$ cat config.mk
export PLATFORM = sky130hd
export DESIGN_NAME = irrigation_condition_monitor
export DESIGN_NICKNAME = d
export VERILOG_FILES = /design/src/rtl/irrigation_condition_monitor.sv
export SDC_FILE = /design/constraint.sdc
export NUM_CORES = 1
export LEC_CHECK = 0
export CAP_MARGIN = 20
export CORE_MARGIN = 2
export CORE_UTILIZATION = 57
export CTS_CLUSTER_DIAMETER = 60
export DETAILED_ROUTE_END_ITERATION = 12
export GPL_TIMING_DRIVEN = 0
export PLACE_DENSITY = 0.91
export SLEW_MARGIN = 20
export SYNTH_ARGS = -nofsm -noshare
export SYNTH_HDL_FRONTEND = slang
export SYNTH_SLANG_ARGS = --single-unit
$ cat constraint.sdc
create_clock -name clk_i -period 2.61 [get_ports clk_i]
set_clock_uncertainty 0.05 [all_clocks]
set_input_delay 0.6525 -clock clk_i [delete_from_list [all_inputs] [get_ports clk_i]]
set_output_delay 0.6525 -clock clk_i [all_outputs]
set_load 0.05 [all_outputs]
$ cat src/rtl/irrigation_condition_monitor.sv
// Per-zone irrigation valve condition monitor with fault detection and a ready/valid scan port.
// Define IRRIGATION_FAULT_LATCH_EN to make fault flags sticky until clear_i or reset.
module irrigation_condition_monitor #(
  parameter int ZONES        = 4,
  parameter int FAULT_CYCLES = 8
) (
  input  logic                 clk_i,
  input  logic                 rst_n_i,
  input  logic [ZONES-1:0]     sprinkler_status_i,
  input  logic [ZONES-1:0]     drip_status_i,
  input  logic [ZONES-1:0]     irrigation_status_i,
  input  logic [ZONES-1:0]     clear_i,
  output logic [2*ZONES-1:0]   cond_o,
  output logic                 fault_irq_o,
  output logic                 scan_valid_o,
  input  logic                 scan_ready_i,
  output logic [2:0]           scan_zone_o,
  output logic [1:0]           scan_code_o
);

  localparam logic [7:0] FC      = 8'(FAULT_CYCLES);
  localparam logic [2:0] LAST_Z  = 3'(ZONES - 1);

  logic [ZONES-1:0] s_meta_q, s_q, d_meta_q, d_q, r_meta_q, r_q;
  logic [ZONES-1:0] imm_fault, tmo_cond, set_fault;
  logic [ZONES-1:0] fault_q, fault_d;
  logic [7:0]       cnt_q [ZONES];
  logic [7:0]       cnt_d [ZONES];
  logic [7:0]       cnt_inc [ZONES];
  logic [1:0]       cond_q [ZONES];
  logic [1:0]       cond_d [ZONES];
  logic             irq_q;
  logic             valid_pre_q, valid_q;
  logic [2:0]       scan_zone_q, ptr_next;
  logic [1:0]       scan_code_q, sel_code;
  logic             scan_load;

  // NOTE: sequential state always uses non-blocking assignments so every flop samples pre-edge values.
  always_ff @(posedge clk_i or negedge rst_n_i) begin
    if (!rst_n_i) begin
      s_meta_q <= '0;
      s_q      <= '0;
      d_meta_q <= '0;
      d_q      <= '0;
      r_meta_q <= '0;
      r_q      <= '0;
    end else begin
      s_meta_q <= sprinkler_status_i;
      s_q      <= s_meta_q;
      d_meta_q <= drip_status_i;
      d_q      <= d_meta_q;
      r_meta_q <= irrigation_status_i;
      r_q      <= r_meta_q;
    end
  end

  // Both valves open is an immediate fault; a request with no valve, or a valve with no request, is a timeout condition.
  assign imm_fault = s_q & d_q;
  assign tmo_cond  = (r_q & ~s_q & ~d_q) | (~r_q & (s_q | d_q));

  // NOTE: every combinational output gets a default before any branch, so no latch can be inferred.
  always_comb begin
    for (int z = 0; z < ZONES; z++) begin
      cnt_inc[z]   = (cnt_q[z] == FC) ? cnt_q[z] : cnt_q[z] + 8'd1;
      set_fault[z] = imm_fault[z] | (tmo_cond[z] & (cnt_inc[z] == FC));
      cnt_d[z]     = tmo_cond[z] ? cnt_inc[z] : 8'd0;
      if (clear_i[z] && !set_fault[z]) cnt_d[z] = 8'd0;
`ifdef IRRIGATION_FAULT_LATCH_EN
      fault_d[z] = set_fault[z] | (fault_q[z] & ~clear_i[z]);
`else
      fault_d[z] = set_fault[z] | (fault_q[z] & (imm_fault[z] | tmo_cond[z]) & ~clear_i[z]);
`endif
      if (fault_d[z])                       cond_d[z] = 2'b11;
      else if (r_q[z] && s_q[z] && !d_q[z]) cond_d[z] = 2'b01;
      else if (r_q[z] && !s_q[z] && d_q[z]) cond_d[z] = 2'b10;
      else                                  cond_d[z] = 2'b00;
    end
  end

  // NOTE: the per-zone arrays are tiny, so they are reset like any other register rather than left as uninitialised storage.
  always_ff @(posedge clk_i or negedge rst_n_i) begin
    if (!rst_n_i) begin
      fault_q <= '0;
      irq_q   <= 1'b0;
      for (int z = 0; z < ZONES; z++) begin
        cnt_q[z]  <= 8'd0;
        cond_q[z] <= 2'b00;
      end
    end else begin
      fault_q <= fault_d;
      irq_q   <= |fault_q;
      for (int z = 0; z < ZONES; z++) begin
        cnt_q[z]  <= cnt_d[z];
        cond_q[z] <= cond_d[z];
      end
    end
  end

  // Scan port: refresh when empty or accepted, otherwise hold the offered pair.
  always_comb begin
    scan_load = ~valid_q | scan_ready_i;
    ptr_next  = scan_zone_q;
    if (valid_q && scan_ready_i) ptr_next = (scan_zone_q == LAST_Z) ? 3'd0 : scan_zone_q + 3'd1;
    sel_code = 2'b00;
    for (int z = 0; z < ZONES; z++) begin
      if (ptr_next == 3'(z)) sel_code = cond_q[z];
    end
  end

  always_ff @(posedge clk_i or negedge rst_n_i) begin
    if (!rst_n_i) begin
      valid_pre_q <= 1'b0;
      valid_q     <= 1'b0;
      scan_zone_q <= 3'd0;
      scan_code_q <= 2'b00;
    end else begin
      valid_pre_q <= 1'b1;
      valid_q     <= valid_pre_q;
      if (scan_load) begin
        scan_zone_q <= ptr_next;
        scan_code_q <= sel_code;
      end
    end
  end

  always_comb begin
    cond_o = '0;
    for (int z = 0; z < ZONES; z++) cond_o[2*z +: 2] = cond_q[z];
  end

  assign fault_irq_o  = irq_q;
  assign scan_valid_o = valid_q;
  assign scan_zone_o  = scan_zone_q;
  assign scan_code_o  = scan_code_q;

endmodule

# Yosys cells after proc, flatten, opt, wreduce, memory -nomap -nowiden

Cells that the tools add are included.

Bits in registers: 76
Input bits: 19
Output and inout bits: 15
Logic and storage cells: 141

Add/subtract/negate cells: 5
Equal/unequal tests: 12
Mux-type cells: 30
Bitwise logic cells: 39
Reductions and logical operators: 35

Operator list:

| cell                                                | count |
|---|---|
| two-way mux 8 bit                                   | 12 |
| equality test 8 x 4 -> 1 bit, second input constant | 8 |
| adder 8 x 1 -> 8 bit, second input constant         | 4 |
| two-way mux 2 bit                                   | 16 |
| logical AND 1 bit                                   | 21 |
| bitwise AND 4 bit                                   | 4 |
| bitwise OR 1 bit                                    | 13 |
| bitwise AND 1 bit                                   | 12 |
| logical NOT 1 bit                                   | 12 |
| NOT 4 bit                                           | 3 |
| equality test 3 x 2 -> 1 bit, second input constant | 3 |
| bitwise OR 4 bit                                    | 2 |
| two-way mux 3 bit                                   | 2 |
| NOT 1 bit                                           | 5 |
| OR reduction 4 bit                                  | 1 |
| adder 3 x 1 -> 3 bit, second input constant         | 1 |
| equality test 3 x 1 -> 1 bit, second input constant | 1 |
| logical NOT 3 bit                                   | 1 |

# Longest topological paths before layout

Gate-level depths: netlist (run 1).

Word-level depth: 9
Mapped depth: 7
Gate-level depth less buffers: 7

# Worst setup path after synthesis (run 1)

No wires, ideal clock.

Path type: reg2reg
Start: register scan_zone_q[1] (netlist: scan_zone_o[1])
End: register scan_code_q[0] (netlist: scan_code_o[0])
Setup time: 0.095 ns
Arrival: 1.970 ns
Required time: 2.465 ns
Setup slack: 0.495 ns
Cell stages (with the launch flop): 6
Path buffers: 0
Cell sequence: dfrtp_1 -> ha_1 -> maj3_1 -> o21ai_0 -> a221oi_1 -> o31ai_1

Word-level cells in the longest chain between the ends: 8
Elaborated cells between the ends (all ways): 12
Those cells by class: add/sub: 1; eq/ne: 4; mux: 6; reduce/logical: 1

Ends and longest elaborated chain:

| element                                                                     | RTL line | RTL |
|---|---|---|
| start: declaration                                                          | 34       | `logic [2:0] scan_zone_q, ptr_next;` |
| start signal: assignment                                                    | 120      | `scan_zone_q <= ptr_next;` |
| adder 3 x 1 -> 3 bit / equality test 3 x 2 -> 1 bit (equally long branches) | 103      | `if (valid_q && scan_ready_i) ptr_next = (scan_zone_q == LAST_Z) ? 3'd0 : scan_zone_q + 3'd1;` |
| two-way mux 3 bit                                                           | 103      |  |
| two-way mux 3 bit (*)                                                       | 103      |  |
| logical NOT 3 bit                                                           | 106      | `if (ptr_next == 3'(z)) sel_code = cond_q[z];` |
| two-way mux 2 bit (3 in a row)                                              | 106      |  |
| two-way mux 2 bit (*)                                                       | 106      |  |
| end signal: assignment                                                      | 121      | `scan_code_q <= sel_code;` |
| end: declaration                                                            | 35       | `logic [1:0] scan_code_q, sel_code;` |

Every way passes the cells marked *; elsewhere a longest branch is shown, timed or not.
A chain may end at the register's enable or synchronous reset.

# Worst setup path after layout (run 1)

Start: register scan_zone_q[2] (netlist: scan_zone_o[2])
End: output scan_zone_o[2]

RTL lines:

| element          | RTL line | RTL |
|---|---|---|
| end: declaration | 17       | `output logic [2:0] scan_zone_o,` |

No word-level cell between the ends.

==> results.sh, run 1 <==
export IMPL_status="completed"
export IMPL_cts_setup_buffers=0
export IMPL_max_freq_mhz=419.0
export IMPL_drc=0
export IMPL_cts_buffers=9
export IMPL_fill_cells=441
export IMPL_ys_seq_area_share_pct=52.52
export IMPL_dr_pass1_iters=4
export IMPL_grt_pass1_vias=2829
export IMPL_antenna_cells=0
export IMPL_power_mw=3.092
export IMPL_cts_tree="done"
export IMPL_max_stage_delay_ps=850
export IMPL_setup_viol=0
export IMPL_endpoint_kind="output port"
export IMPL_slew_viol_final=0
export IMPL_met1_usage_pct=29.07
export IMPL_p_sw_share_pct=28.17
export IMPL_vias=2797
export IMPL_die_h_um=83.71
export IMPL_seq_area_mm2=0.001902
export IMPL_hold_class="input pin to asynchronous set/reset pin"
export IMPL_grt_use_met3_pct=5.737
export IMPL_synth_top_cell_area_share_pct=52.52
export IMPL_critPathKind="register to output port"
export IMPL_power_internal_mw=2.221
export IMPL_hold_viol=0
export IMPL_startpoint_type="register"
export IMPL_synth_ff_type="dfrtp_1"
export IMPL_synth_nets=380
export IMPL_numPortBuffers=33
export IMPL_setup_slack_ps=223.5
export IMPL_start_util_pct=58.02
export IMPL_gp_congestion=0.8928
export IMPL_yosys_area_top_type="dfrtp_1"
export IMPL_grt_max_degree=42
export IMPL_dr_first_iter_drc_count=139
export IMPL_cp_slowest_cell="clkdlybuf4s50_1"
export IMPL_worstPathArrival_ps=1680
export IMPL_clkTransAtPathRegs_ps=80
export IMPL_ios=34
export IMPL_clk_latency_ps=350
export IMPL_layout_common_cells="dfrtp_1, nor2_1, clkdlybuf4s50_1"
export IMPL_clock_sinks=76
export IMPL_peakVddDrop_mv=0.5880
export IMPL_fp_dieW_um=83.71
export IMPL_synthToLayoutAreaGrowth_pct=19.80
export IMPL_hpwlAfterDp_mm=5.025
export IMPL_synth_area_top_cells="dfrtp_1, xor2_1, nor2_1"
export IMPL_met2_usage_pct=37.09
export IMPL_rsz0062_at_grt="false"
export IMPL_coreArea_mm2=0.006241
export IMPL_crit_required_ps=1910
export IMPL_fin_crit_sh_pct=91.44
export IMPL_antenna_found_initial=0
export IMPL_path_buf_inv=1
export IMPL_pwr_share_clk_pct=38.8
export IMPL_rows=29
export IMPL_seq_power_share_pct=42.9
export IMPL_synthArstFlopShare_pct=100.0
export IMPL_busiest_layer="met2"
export IMPL_leakage_nw=1.882
export IMPL_fin_nets=425
export IMPL_drtAntennaViolNets=0
export IMPL_slew_headroom_pct=60.20
export IMPL_track_usage_pct=22.91
export IMPL_htreeDepth=3
export IMPL_finalWirelength_mm=7.321
export IMPL_p_per_area_mw_per_mm2=712.9
export IMPL_die_area_mm2=0.007007
export IMPL_maxCapViolations=0
export IMPL_syn_inst=352
export IMPL_ctsHoldBuffers=0
export IMPL_syn_avg_cell_area_um2=10.29
export IMPL_post_drt_wl_per_cell_um=15.28
export IMPL_crit_path_cell_trace="clkdlybuf4s50_1"
export IMPL_multiInputGateArea_mm2=0.001617
export IMPL_cts_resized_gates=0
export IMPL_path_max_fanout=7
export IMPL_p_comb_share_pct=18.3
export IMPL_synth_cell_types=54
export IMPL_clock_path_buffers=2
export IMPL_synth_seq_cells=76
export IMPL_period_minus_slack_ps=2387
export IMPL_grt_pass1_wl_mm=12.88
export IMPL_synth_warnings=0
export IMPL_p_switching_mw=0.8711
export IMPL_drive_gt1_share_pct=6.965
export IMPL_layout_commonest_cell="dfrtp_1"
export IMPL_path_delay_family="buffers and inverters"
export IMPL_tightest_slew_ps=597.0
export IMPL_cts_root_buf="clkbuf_8"
export IMPL_syn_area_mm2=0.003621
export IMPL_viasPerCell=5.839
export IMPL_synth_edf_count=0
export IMPL_dp_slack_ps=108.6
export IMPL_grt_ovfl_total=0
-- flip-flops by register name, indices dropped and copies added, names as in the netlist --
name / count
fault_q: 4
scan_zone_o: 3
s_q: 4
scan_valid_o: 1
r_q: 4
fault_irq_o: 1
d_q: 4
scan_code_o: 2
d_meta_q: 4
r_meta_q: 4
cond_o: 8
s_meta_q: 4
valid_pre_q: 1
cnt_q: 32
-- synthesized netlist by cell type, types with 2 or more instances --
library cell   n
maj3_1         3
o21a_1         3
dfrtp_1       76
nor2_1        34
and3b_1        3
a21o_1         3
inv_1         22
xor2_1        17
o31ai_1        6
nand4_1        8
a41oi_2        2
or4_1          2
nor4_1         2
nand2_1       27
clkbuf_1       4
and2_1         2
and3_1         4
xnor2_1       14
a21oi_1        9
and4_1         4
o211ai_1       4
o22ai_1        2
mux2i_1        2
nand3_1       19
nor2b_1        8
o21ai_0       19
nor3_1        11
a221oi_1       4
a211oi_1       5
ha_1           9
-- cells by family (layout without fill, tap and decap cells) --
family | Yosys count | after routing | synth area share [%]
and+or+nand+nor | 132 | 132 | 18.73
DFF | 76 | 76 | 52.52
AOI/OAI and AO/OA | 71 | 71 | 13.82
xor gates and xnor gates | 31 | 31 | 7.498
buffers and inverters | 27 | 77 | 2.833
adders and majority gates | 12 | 12 | 3.939
muxes | 2 | 2 | 0.5529
other | 1 | 1 | 0.1036
-- metal layers --
layer,vias up,wire length (µm)
li1,1347,-
met1,1359,3201
met2,74,3587
met3,17,341
met4,0,190
met5,-,0
-- cell type report --
cell class | count | area share (%)
sequential | 76 | 43.84
clock buffer | 10 | 3.173
clock inverter | 6 | 3.115
multi-input combinational | 249 | 37.27
timing repair buffer | 34 | 8.018
inverter | 22 | 1.904
tap | 77 | 2.221
buffer | 5 | 0.4615
-- power by group through the flow --
stage          registers (mW)  logic, mW  clock network (mW)
3_3_place_gp             1.34      0.528                   0
4_1_cts                  1.32      0.567                1.21
2_1_floorplan            1.48      0.217                   0
5_1_grt                  1.34      0.609                1.27
3_5_place_dp             1.35      0.555                   0
6_report                 1.33      0.565                1.20
-- final timing paths --
path / end / cells past startpoint / slack [ps] / startpoint
worst max-delay path: scan_zone_o[2] / 1 / 220 / scan_zone_o[2]
worst min-delay path: cnt_q[28] / 1 / 190 / rst_n_i
worst max register to register: cnt_q[19] / 6 / 320 / cnt_q[16]
worst min register to register: d_q[3] / 0 / 300 / d_meta_q[3]
max in group asynchronous: cnt_q[20] / 2 / 1750 / rst_n_i
min in group clk_i: d_q[3] / 0 / 300 / d_meta_q[3]
-- stage by stage --
stage / hold slack, ps / util [%] / cells / area (µm²) / TNS [ps]
2_1_floorplan: 281.2 / - / 352 / 3621 / 0
3_3_place_gp: 282.5 / 64.86 / 462 / 4048 / -122810
3_5_place_dp: 286.5 / 65.14 / 463 / 4065 / 0
4_1_cts: 199.6 / 69.51 / 479 / 4338 / 0
5_1_grt: 218.1 / 69.51 / 479 / 4338 / 0
6_report: 188.3 / 69.51 / 479 / 4338 / 0
Note: power is estimated with default switching activity, not from simulation.
==> run 2: changes to the inputs <==
--- a/config.mk
+++ b/config.mk
@@ -12,6 +12,7 @@
 export DETAILED_ROUTE_END_ITERATION = 12
 export GPL_TIMING_DRIVEN = 0
 export PLACE_DENSITY = 0.91
+export SETUP_SLACK_MARGIN = 0.2
 export SLEW_MARGIN = 20
 export SYNTH_ARGS = -nofsm -noshare
 export SYNTH_HDL_FRONTEND = slang
==> run 2 against run 1 <==
Effect of this change:
- core utilization grew 0.16 points
- largest power group unchanged
- cell count unchanged
- maximum frequency increased by 3.4%
- combinational power about the same
==> results.sh, run 2 (synthesis gave the netlist of run 1 again) <==
export IMPL_status="completed"
export IMPL_setup_viol=0
export IMPL_maxCapViolations=0
export IMPL_worstPathArrival_ps=1610
export IMPL_critPathKind="register to output port"
export IMPL_fp_dieW_um=83.71
export IMPL_regToRegStartpoint="cnt_q[16]"
export IMPL_clk_latency_ps=350
export IMPL_hold_viol=0
export IMPL_cts_setup_buffers=0
export IMPL_gp_congestion=0.8928
export IMPL_layout_cells_non_filler=479
export IMPL_endpoint_kind="output port"
export IMPL_cts_root_buf="clkbuf_8"
export IMPL_peakVddDrop_mv=0.5865
export IMPL_tightest_slew_ps=597.7
export IMPL_slew_headroom_pct=60.15
export IMPL_fin_nets=425
export IMPL_grt_max_degree=42
export IMPL_drive_gt1_share_pct=7.463
export IMPL_rsz0062_at_grt="false"
export IMPL_power_internal_mw=2.221
export IMPL_grt_ovfl_total=0
export IMPL_grt_pass1_wl_mm=12.88
export IMPL_htreeDepth=3
export IMPL_cp_startpoint="scan_zone_o[1]"
export IMPL_regMostFlops="cnt_q"
export IMPL_r2r_end="cnt_q[23]"
export IMPL_fin_crit_sh_pct=88.45
export IMPL_p_per_area_mw_per_mm2=710.7
export IMPL_start_util_pct=58.02
export IMPL_crit_required_ps=1910
export IMPL_hpwlAfterDp_mm=5.025
export IMPL_p_sw_share_pct=28.11
export IMPL_viasPerCell=5.843
export IMPL_pwr_share_clk_pct=38.8
export IMPL_period_minus_slack_ps=2309
export IMPL_startpoint_type="register"
export IMPL_track_usage_pct=22.91
export IMPL_final_setup_tns_ps=0
export IMPL_grt_pass1_vias=2829
export IMPL_p_comb_share_pct=18.3
export IMPL_layout_common_cells="dfrtp_1, nor2_1, clkdlybuf4s50_1"
export IMPL_dr_pass1_iters=4
export IMPL_rrSetupSlack_ps=360
export IMPL_antenna_cells=0
export IMPL_fin_area_mm2=0.004348
export IMPL_crit_path_cell_trace="clkdlybuf4s50_1"
export IMPL_cp_num_cells=1
export IMPL_cts_buffers=9
export IMPL_antenna_found_initial=0
export IMPL_coreArea_mm2=0.006241
export IMPL_seq_power_share_pct=42.9
export IMPL_slew_viol_final=0
export IMPL_placed_area_mm2=0.004065
export IMPL_die_area_mm2=0.007007
export IMPL_hold_ws_ps=188.9
export IMPL_rows=29
export IMPL_clock_sinks=76
export IMPL_clock_path_buffers=2
export IMPL_hold_class="input pin to asynchronous set/reset pin"
export IMPL_synthToLayoutAreaGrowth_pct=20.08
export IMPL_drtAntennaViolNets=0
export IMPL_dp_cells=463
export IMPL_ios=34
export IMPL_largest_reg_flops=32
export IMPL_drc=0
export IMPL_final_util_pct=69.67
export IMPL_multiInputGateArea_mm2=0.001624
export IMPL_path_delay_family="buffers and inverters"
export IMPL_max_freq_mhz=433.2
export IMPL_endpoint="scan_zone_o[1]"
export IMPL_dr_first_iter_drc_count=130
export IMPL_clkTransAtPathRegs_ps=80
export IMPL_layout_commonest_cell="dfrtp_1"
export IMPL_fill_cells=442
export IMPL_rr_worst_depth=6
export IMPL_cp_slowest_cell="clkdlybuf4s50_1"
export IMPL_seq_area_mm2=0.001902
export IMPL_post_drt_wl_per_cell_um=15.28
export IMPL_path_max_fanout=5
export IMPL_p_switching_mw=0.8685
export IMPL_finalWirelength_mm=7.319
export IMPL_cts_tree="done"
export IMPL_die_h_um=83.71
export IMPL_numPortBuffers=33
export IMPL_path_buf_inv=1
export IMPL_vias=2799
export IMPL_leakage_nw=1.900
export IMPL_max_stage_delay_ps=830
==> run 2: cell types whose count changed in the layout (fill, tap and decap cells not counted) <==
cell,change
ha_1,-1
nor3_2,+1
dlymetal6s2s_1,+1
clkdlybuf4s50_1,-1
nor3_1,-1
ha_2,+1
==> run 2: metal layers <==
layer	track usage [%]	up-vias	part of all wire, %
met5	0	-	0
met4	10.70	0	2.2
met3	5.737	14	5.1
met2	37.09	82	49
met1	29.07	1357	44
li1	-	1346	-
==> run 2: layout make-up <==
cell class              instances  area share (%)
well taps                      77           2.216
plain buffers                   5          0.4604
flip-flops and latches         76           43.74
clock inverters                 6           3.108
clock buffers                  10           3.165
multi-input cells             249           37.35
inverters                      22           1.899
repair buffers                 34           8.058
==> run 2: worst min path at each step <==
stage                            from      endpoint  slack (ps)
after CTS                     rst_n_i     cnt_q[28]         200
after detailed placement  r_meta_q[2]        r_q[2]         290
after global placement    valid_pre_q  scan_valid_o         280
after global routing          rst_n_i     cnt_q[28]         220
final                         rst_n_i     cnt_q[28]         190
after floorplan           d_meta_q[0]        d_q[0]         280
==> run 2: worst reg2reg max path: cells and delay by family, from the launching register on <==
family	cells	cell delay [ps]
and+or+nand+nor	3	960
AOI/OAI and AO/OA	2	410
DFF	1	460
adders and majority gates	1	280
==> run 2: stage by stage <==
stage | total power, mW | setup slack (ps)
global route | 3.219 | 200.0
CTS | 3.102 | 239.3
global placement | 1.871 | -1618
detailed placement | 1.902 | 108.6
finish | 3.090 | 301.4
floorplan | 1.692 | 494.7
==> run 2: power by group through the flow <==
stage	registers [mW]	clock network (mW)	logic, mW
final	1.33	1.20	0.564
after CTS	1.32	1.21	0.567
after detailed placement	1.35	0	0.555
after floorplan	1.48	0	0.217
after global routing	1.34	1.27	0.610
after global placement	1.34	0	0.528
==> run 2: what timing repair did <==
action / in CTS / in global routing
setup endpoints to repair: 0 / 8
resized for setup: 0 / 3
hold buffers: 0 / 0
==> patch 1: new RTL, settings of run 2 <==
`ZONES`: 4 -> 8.
--- a/src/rtl/irrigation_condition_monitor.sv
+++ b/src/rtl/irrigation_condition_monitor.sv
@@ -2,5 +2,5 @@
 // Define IRRIGATION_FAULT_LATCH_EN to make fault flags sticky until clear_i or reset.
 module irrigation_condition_monitor #(
-  parameter int ZONES        = 4,
+  parameter int ZONES        = 8,
   parameter int FAULT_CYCLES = 8
 ) (
Interface: changed (5 resized); port bits go from 34 to 58. The function was not compared with the original's and may differ.
==> patch 1 against run 2 <==
- total power is 96% higher
- design area is 94% higher
- sequential share of layout area is 0.92 points lower
- wire length is 110% higher
- synthesized cell count is 89% higher
- register-to-register slack worse by 150 ps
- area after synthesis is 91% higher
- worst setup slack worse by 120 ps
- fmax is 4.8% lower
- sequential cell count is 68 higher
- largest cell class unchanged
- highest routed layer unchanged
==> patch 1: results (changes against run 2) <==
----------------------------------------------------
[Status]
  Outcome ... finished clean

[Pwr]
  Pleak ... 3.75 nW (+98%)

[Synthesis]
  Most used standard cells in the synthesized netlist ... 144 x sky130_fd_sc_hd__dfrtp_1, 47 x sky130_fd_sc_hd__inv_1, 45 x sky130_fd_sc_hd__nand2_1, 45 x sky130_fd_sc_hd__nor2_1, 35 x sky130_fd_sc_hd__a21oi_1
  Unique cell type count in the Yosys netlist ... 77 (+43%)
  Sequential element share of the synthesized area ... 52.0% (-0.48 points)
  Net Count, Synth ... 718 (+89%)
  Syn Inst Count ... 665 (+89%)
  Most area-consuming cells after synthesis ... sky130_fd_sc_hd__dfrtp_1 52%, sky130_fd_sc_hd__xor2_1 3.8%, sky130_fd_sc_hd__ha_1 3.3%
  Area share of the largest cell type after synthesis ... 52.0% (-0.48 points)

[Drt]
  Via density per instance ... 6.02 (+3.1%)
  Wire length per cell after detailed routing ... 17.3 um (+13%)
  Count of vias placed by the detailed router ... 5456 (+95%)

[Finish]
  Seq. cell area ... 0.00361 sq mm (+90%)
  Flip-flop count of the largest register after layout ... 64 (+100%)
  Total number of multi-input combinational cells ... 464 (+86%)
  FFs & Latches ... 144 (+89%)
  Clock buf/inv share ... 7.31% (+1.0 points)
  Fraction of final layout cells sized beyond drive strength 1 ... 8.17% (+0.71 points)
  Non-clock buffer area fraction after layout ... 8.07% (-0.45 points)
  Multi-input gate share of the layout cell area ... 37.5% (+0.13 points)

[Clock tree]
  Clock buffers created by TritonCTS ... 17 (+8)
  Clock latency of the later-clocked register in the worst-skew pair ... 420 ps (+70 ps)
  Clock transition at the register clock pins on the worst setup and hold paths after CTS ... 60 ps (-20 ps)
  H-tree levels ... 4 (+1)

[Placement]
  Count of input and output buffers ... 57 (+73%)
  Worst setup slack before clock tree synthesis ... -149 ps (-257 ps)
  Total half-perimeter wirelength after legalization and detailed placement ... 10.9 mm (+120%)
  DP Cell Count ... 870 (+88%)

[Critical path]
  Top fanout value on the critical path ... 10 (+5)
  RR Endpoint ... scan_code_o[0]
  Setup slack, reg-to-reg ... 210 ps (-150 ps)
  CP Launch Point ... scan_ready_i
  CP max stage delay ... 560 ps (-270 ps)
  Library cell contributing the largest single delay on the critical path ... sky130_fd_sc_hd__nor4bb_2
  Largest delay share family, worst path ... simple AND/OR/NAND/NOR gates
  Data arrival at the endpoint of the critical path ... 2680 ps (+1070 ps)
  Cell count of the worst reg-to-reg path ... 7 (+1)
  Capturing element type of the critical path ... flip-flop
  Worst reg2reg path startpoint ... scan_zone_o[0]

[GRT]
  Met2 track demand over resource in global routing ... 44.6% (+7.5 points)
  Wire length of the first global-routing pass ... 26.2 mm (+100%)
  Via count of the first global-routing pass ... 5568 (+97%)
  Met1 usage in global routing ... 30.5% (+1.4 points)
  Total global-route track usage ... 25.5% (+2.6 points)
  Pin count of the biggest net entering global routing ... 85 (+100%)
  Met3 track demand over resource in global routing ... 6.35% (+0.62 points)

[Timing]
  Maximum clock frequency ... 412 MHz (-4.8%)
  Worst-Margin Slew ... 801 ps (+203 ps)

----------------------------------------------------
[patch 1: layer usage]
metal / wire length (um) / vias up
met5: 0 / -
met2: 8160 / 199
li1: - / 2539
met3: 773 / 41
met1: 6290 / 2677
met4: 405 / 0
[patch 1: worst reg2reg max path, cell delays in order (launching register included)]
cell and delay, ps:
sky130_fd_sc_hd__dfrtp_2 460, sky130_fd_sc_hd__ha_4 190, sky130_fd_sc_hd__ha_4 150, sky130_fd_sc_hd__nor4bb_2 520, sky130_fd_sc_hd__a21oi_4 140, sky130_fd_sc_hd__mux4_2 310
sky130_fd_sc_hd__and2_0 180, sky130_fd_sc_hd__o311a_1 290
[patch 1: per-stage QoR]
stage	instance area (sq um)	utilization [%]	total power, W
3_3_place_gp	7710	64.7	0.00346
4_1_cts	8360	70.2	0.00603
6_report	8420	70.7	0.00607
5_1_grt	8420	70.7	0.00631
3_5_place_dp	7740	65.0	0.00352
2_1_floorplan	6950	-	0.00314
[patch 1: timing repair]
| action | 4_1_cts | 5_1_grt |
|---|---|---|
| hold buffers | 0 | 0 |
| setup buffers | 0 | 5 |
| resized for setup | 2 | 7 |
| setup endpoints to repair | 2 | 24 |
| hold endpoints to repair | 0 | 0 |
[patch 1: cells by family after synthesis]
group / Yosys count / synth area share, %
buffers and inverters: 57 / 3.09
AO/OA/AOI/OAI: 140 / 13.8
other: 1 / 0.0542
flip-flops: 144 / 52.0
adder cells (fa/ha/maj): 22 / 3.83
AND/OR/NAND/NOR: 235 / 18.4
XOR/XNOR: 55 / 6.96
multiplexers: 11 / 1.81
[patch 1: where the power goes]
group,switching [W],total [W],internal (W)
Clock,0.000907,0.00251,0.00160
Sequential,0.000153,0.00252,0.00237
Combinational,0.000616,0.00104,0.000423
Total,0.00168,0.00607,0.00439
==> patch 2: new RTL, flow settings as in run 2 <==
Made on the original files. Put one more register stage on the output `fault_irq_o`, without a reset. The value now appears one clock later. The other outputs are not delayed to match.
--- a/src/rtl/irrigation_condition_monitor.sv
+++ b/src/rtl/irrigation_condition_monitor.sv
@@ -129,5 +129,7 @@
   end
 
-  assign fault_irq_o  = irq_q;
+  always_ff @(posedge clk_i) begin
+    fault_irq_o <= irq_q;
+  end
   assign scan_valid_o = valid_q;
   assign scan_zone_o  = scan_zone_q;
Behaviour: not the same (a bounded check fails within 10 cycles, from zero or initial values and one cycle with rst_n_i low).
==> patch 2 against run 2 <==
- design area stayed put
- worst setup slack gained 12 ps
- wire length decreased by 2.4%
- synthesized cell count rose by 0.28%
- sequential cell count increased by 1
- area after synthesis is 0.55% higher
- total power down 2.6%
- sequential share of layout area grew 0.46 points
- global-route usage fell by 0.78 points
==> patch 2: results (changes against run 2) <==
----------------------------------------------------
[Status]
  Outcome ... finished clean

[Finish]
  Number of nets in the layout ... 427 (+0.47%)
  Fraction of final layout cells sized beyond drive strength 1 ... 7.18% (-0.28 points)
  Number of cells in the finished layout apart from fillers ... 481 (+0.42%)

[Drt]
  Met2 wire len ... 3.60 mm (+0.19%)
  WL met3 ... 307 um (-18%)
  Detailed Route Iter0 Violations ... 192 (+48%)
  First-pass iteration count of the detailed router ... 5 (+1)
  Post-Route M1 WL ... 3.13 mm (-2.2%)
  Via density per instance ... 5.84 (about the same)
  Routed Wire Length ... 7.15 mm (-2.4%)

[Synthesis]
  Dominant synthesized flop cell ... sky130_fd_sc_hd__dfrtp_1
  Most used standard cells in the synthesized netlist ... 76 x sky130_fd_sc_hd__dfrtp_1, 34 x sky130_fd_sc_hd__nor2_1, 27 x sky130_fd_sc_hd__nand2_1, 22 x sky130_fd_sc_hd__inv_1
  Net Count, Synth ... 381 (+0.26%)
  Most area-consuming cells after synthesis ... sky130_fd_sc_hd__dfrtp_1 52%, sky130_fd_sc_hd__xor2_1 4.1%, sky130_fd_sc_hd__nor2_1 3.5%
  Unique cell type count in the Yosys netlist ... 55 (+1.9%)
  Syn Inst Count ... 353 (+0.28%)
  Sequential element share of the synthesized area ... 52.8% (+0.26 points)
  Fraction of registers with async set or reset after synthesis ... 98.7% (-1.3 points)

[Pwr]
  Peak ir drop on the vdd network ... 0.452 mV (-23%)
  P_int ... 0.00217 W (-2.3%)
  Pleak ... 1.91 nW (+0.53%)

[Placement]
  DP Cell Count ... 464 (+0.22%)
  Final weighted congestion of routability-driven global placement ... 0.849 (-4.9%)
  Total half-perimeter wirelength after legalization and detailed placement ... 4.83 mm (-3.8%)
  Count of input and output buffers ... 33 (unchanged)
  Area post-placement ... 0.00409 sq mm (+0.49%)
  Worst setup slack before clock tree synthesis ... 134 ps (+25.4 ps)

[GRT]
  Via count of the first global-routing pass ... 2771 (-2.1%)
  Wire length of the first global-routing pass ... 12.5 mm (-3.1%)
  Met1 usage in global routing ... 28.5% (-0.61 points)
  Met3 track demand over resource in global routing ... 4.15% (-1.6 points)
  Total global-route track usage ... 22.1% (-0.78 points)

[Critical path]
  RR Endpoint ... cnt_q[18]
  Library cell contributing the largest single delay on the critical path ... sky130_fd_sc_hd__clkdlybuf4s50_1
  Data arrival at the endpoint of the critical path ... 1590 ps (-20 ps)
  Setup slack, reg-to-reg ... 330 ps (-30 ps)

[Timing]
  Max-slew headroom at the worst pin ... 59.7% (-0.49 points)

----------------------------------------------------
patch 2: cell count changes after synthesis:
| cell | before | now |
|---|---|---|
| sky130_fd_sc_hd__dfxtp_1 | 0 | 1 |
patch 2: power groups by stage:
stage	registers [W]	logic, W	clock network [W]
after floorplan	0.00149	0.000217	0
after global placement	0.00136	0.000527	0
after detailed placement	0.00136	0.000548	0
after CTS	0.00134	0.000562	0.00112
after global routing	0.00135	0.000612	0.00118
final	0.00134	0.000563	0.00110
patch 2: logic make-up (layout without fill, tap and decap cells):
group	after synthesis	count (layout)	synth area share [%]
other	1	1	0.103
flip-flops	77	77	52.8
multiplexers	2	2	0.550
AO/OA/AOI/OAI	71	71	13.7
AND/OR/NAND/NOR	132	132	18.6
adder cells (fa/ha/maj)	12	12	3.92
XOR/XNOR	31	31	7.46
buffers and inverters	27	78	2.82
patch 2: area by class of cell:
cell class,instances,area [sq um]
inverter,22,82.6
tap,77,96.3
sequential,77,1920
multi-input combinational,249,1620
clock buffer,12,155
fill,435,1930
clock inverter,4,95.1
timing repair buffer,35,358
buffer,5,20.0
patch 2: worst min-delay path by stage:
stage | slack [ps] | to | cells past startpoint
finish | 190 | cnt_q[28] | 1
global placement | 280 | fault_irq_o | 0
global route | 220 | cnt_q[28] | 1
CTS | 200 | cnt_q[28] | 1
detailed placement | 280 | fault_irq_o | 0
floorplan | 270 | fault_irq_o | 0
patch 2: worst reg2reg max path, stage by stage, from the launching register on:
cell and delay (ps):
sky130_fd_sc_hd__dfrtp_1 460, sky130_fd_sc_hd__ha_2 280, sky130_fd_sc_hd__nand4_1 180, sky130_fd_sc_hd__or4_1 540, sky130_fd_sc_hd__o211ai_1 140, sky130_fd_sc_hd__a41oi_2 250, sky130_fd_sc_hd__buf_4 210, sky130_fd_sc_hd__nor2_1 100
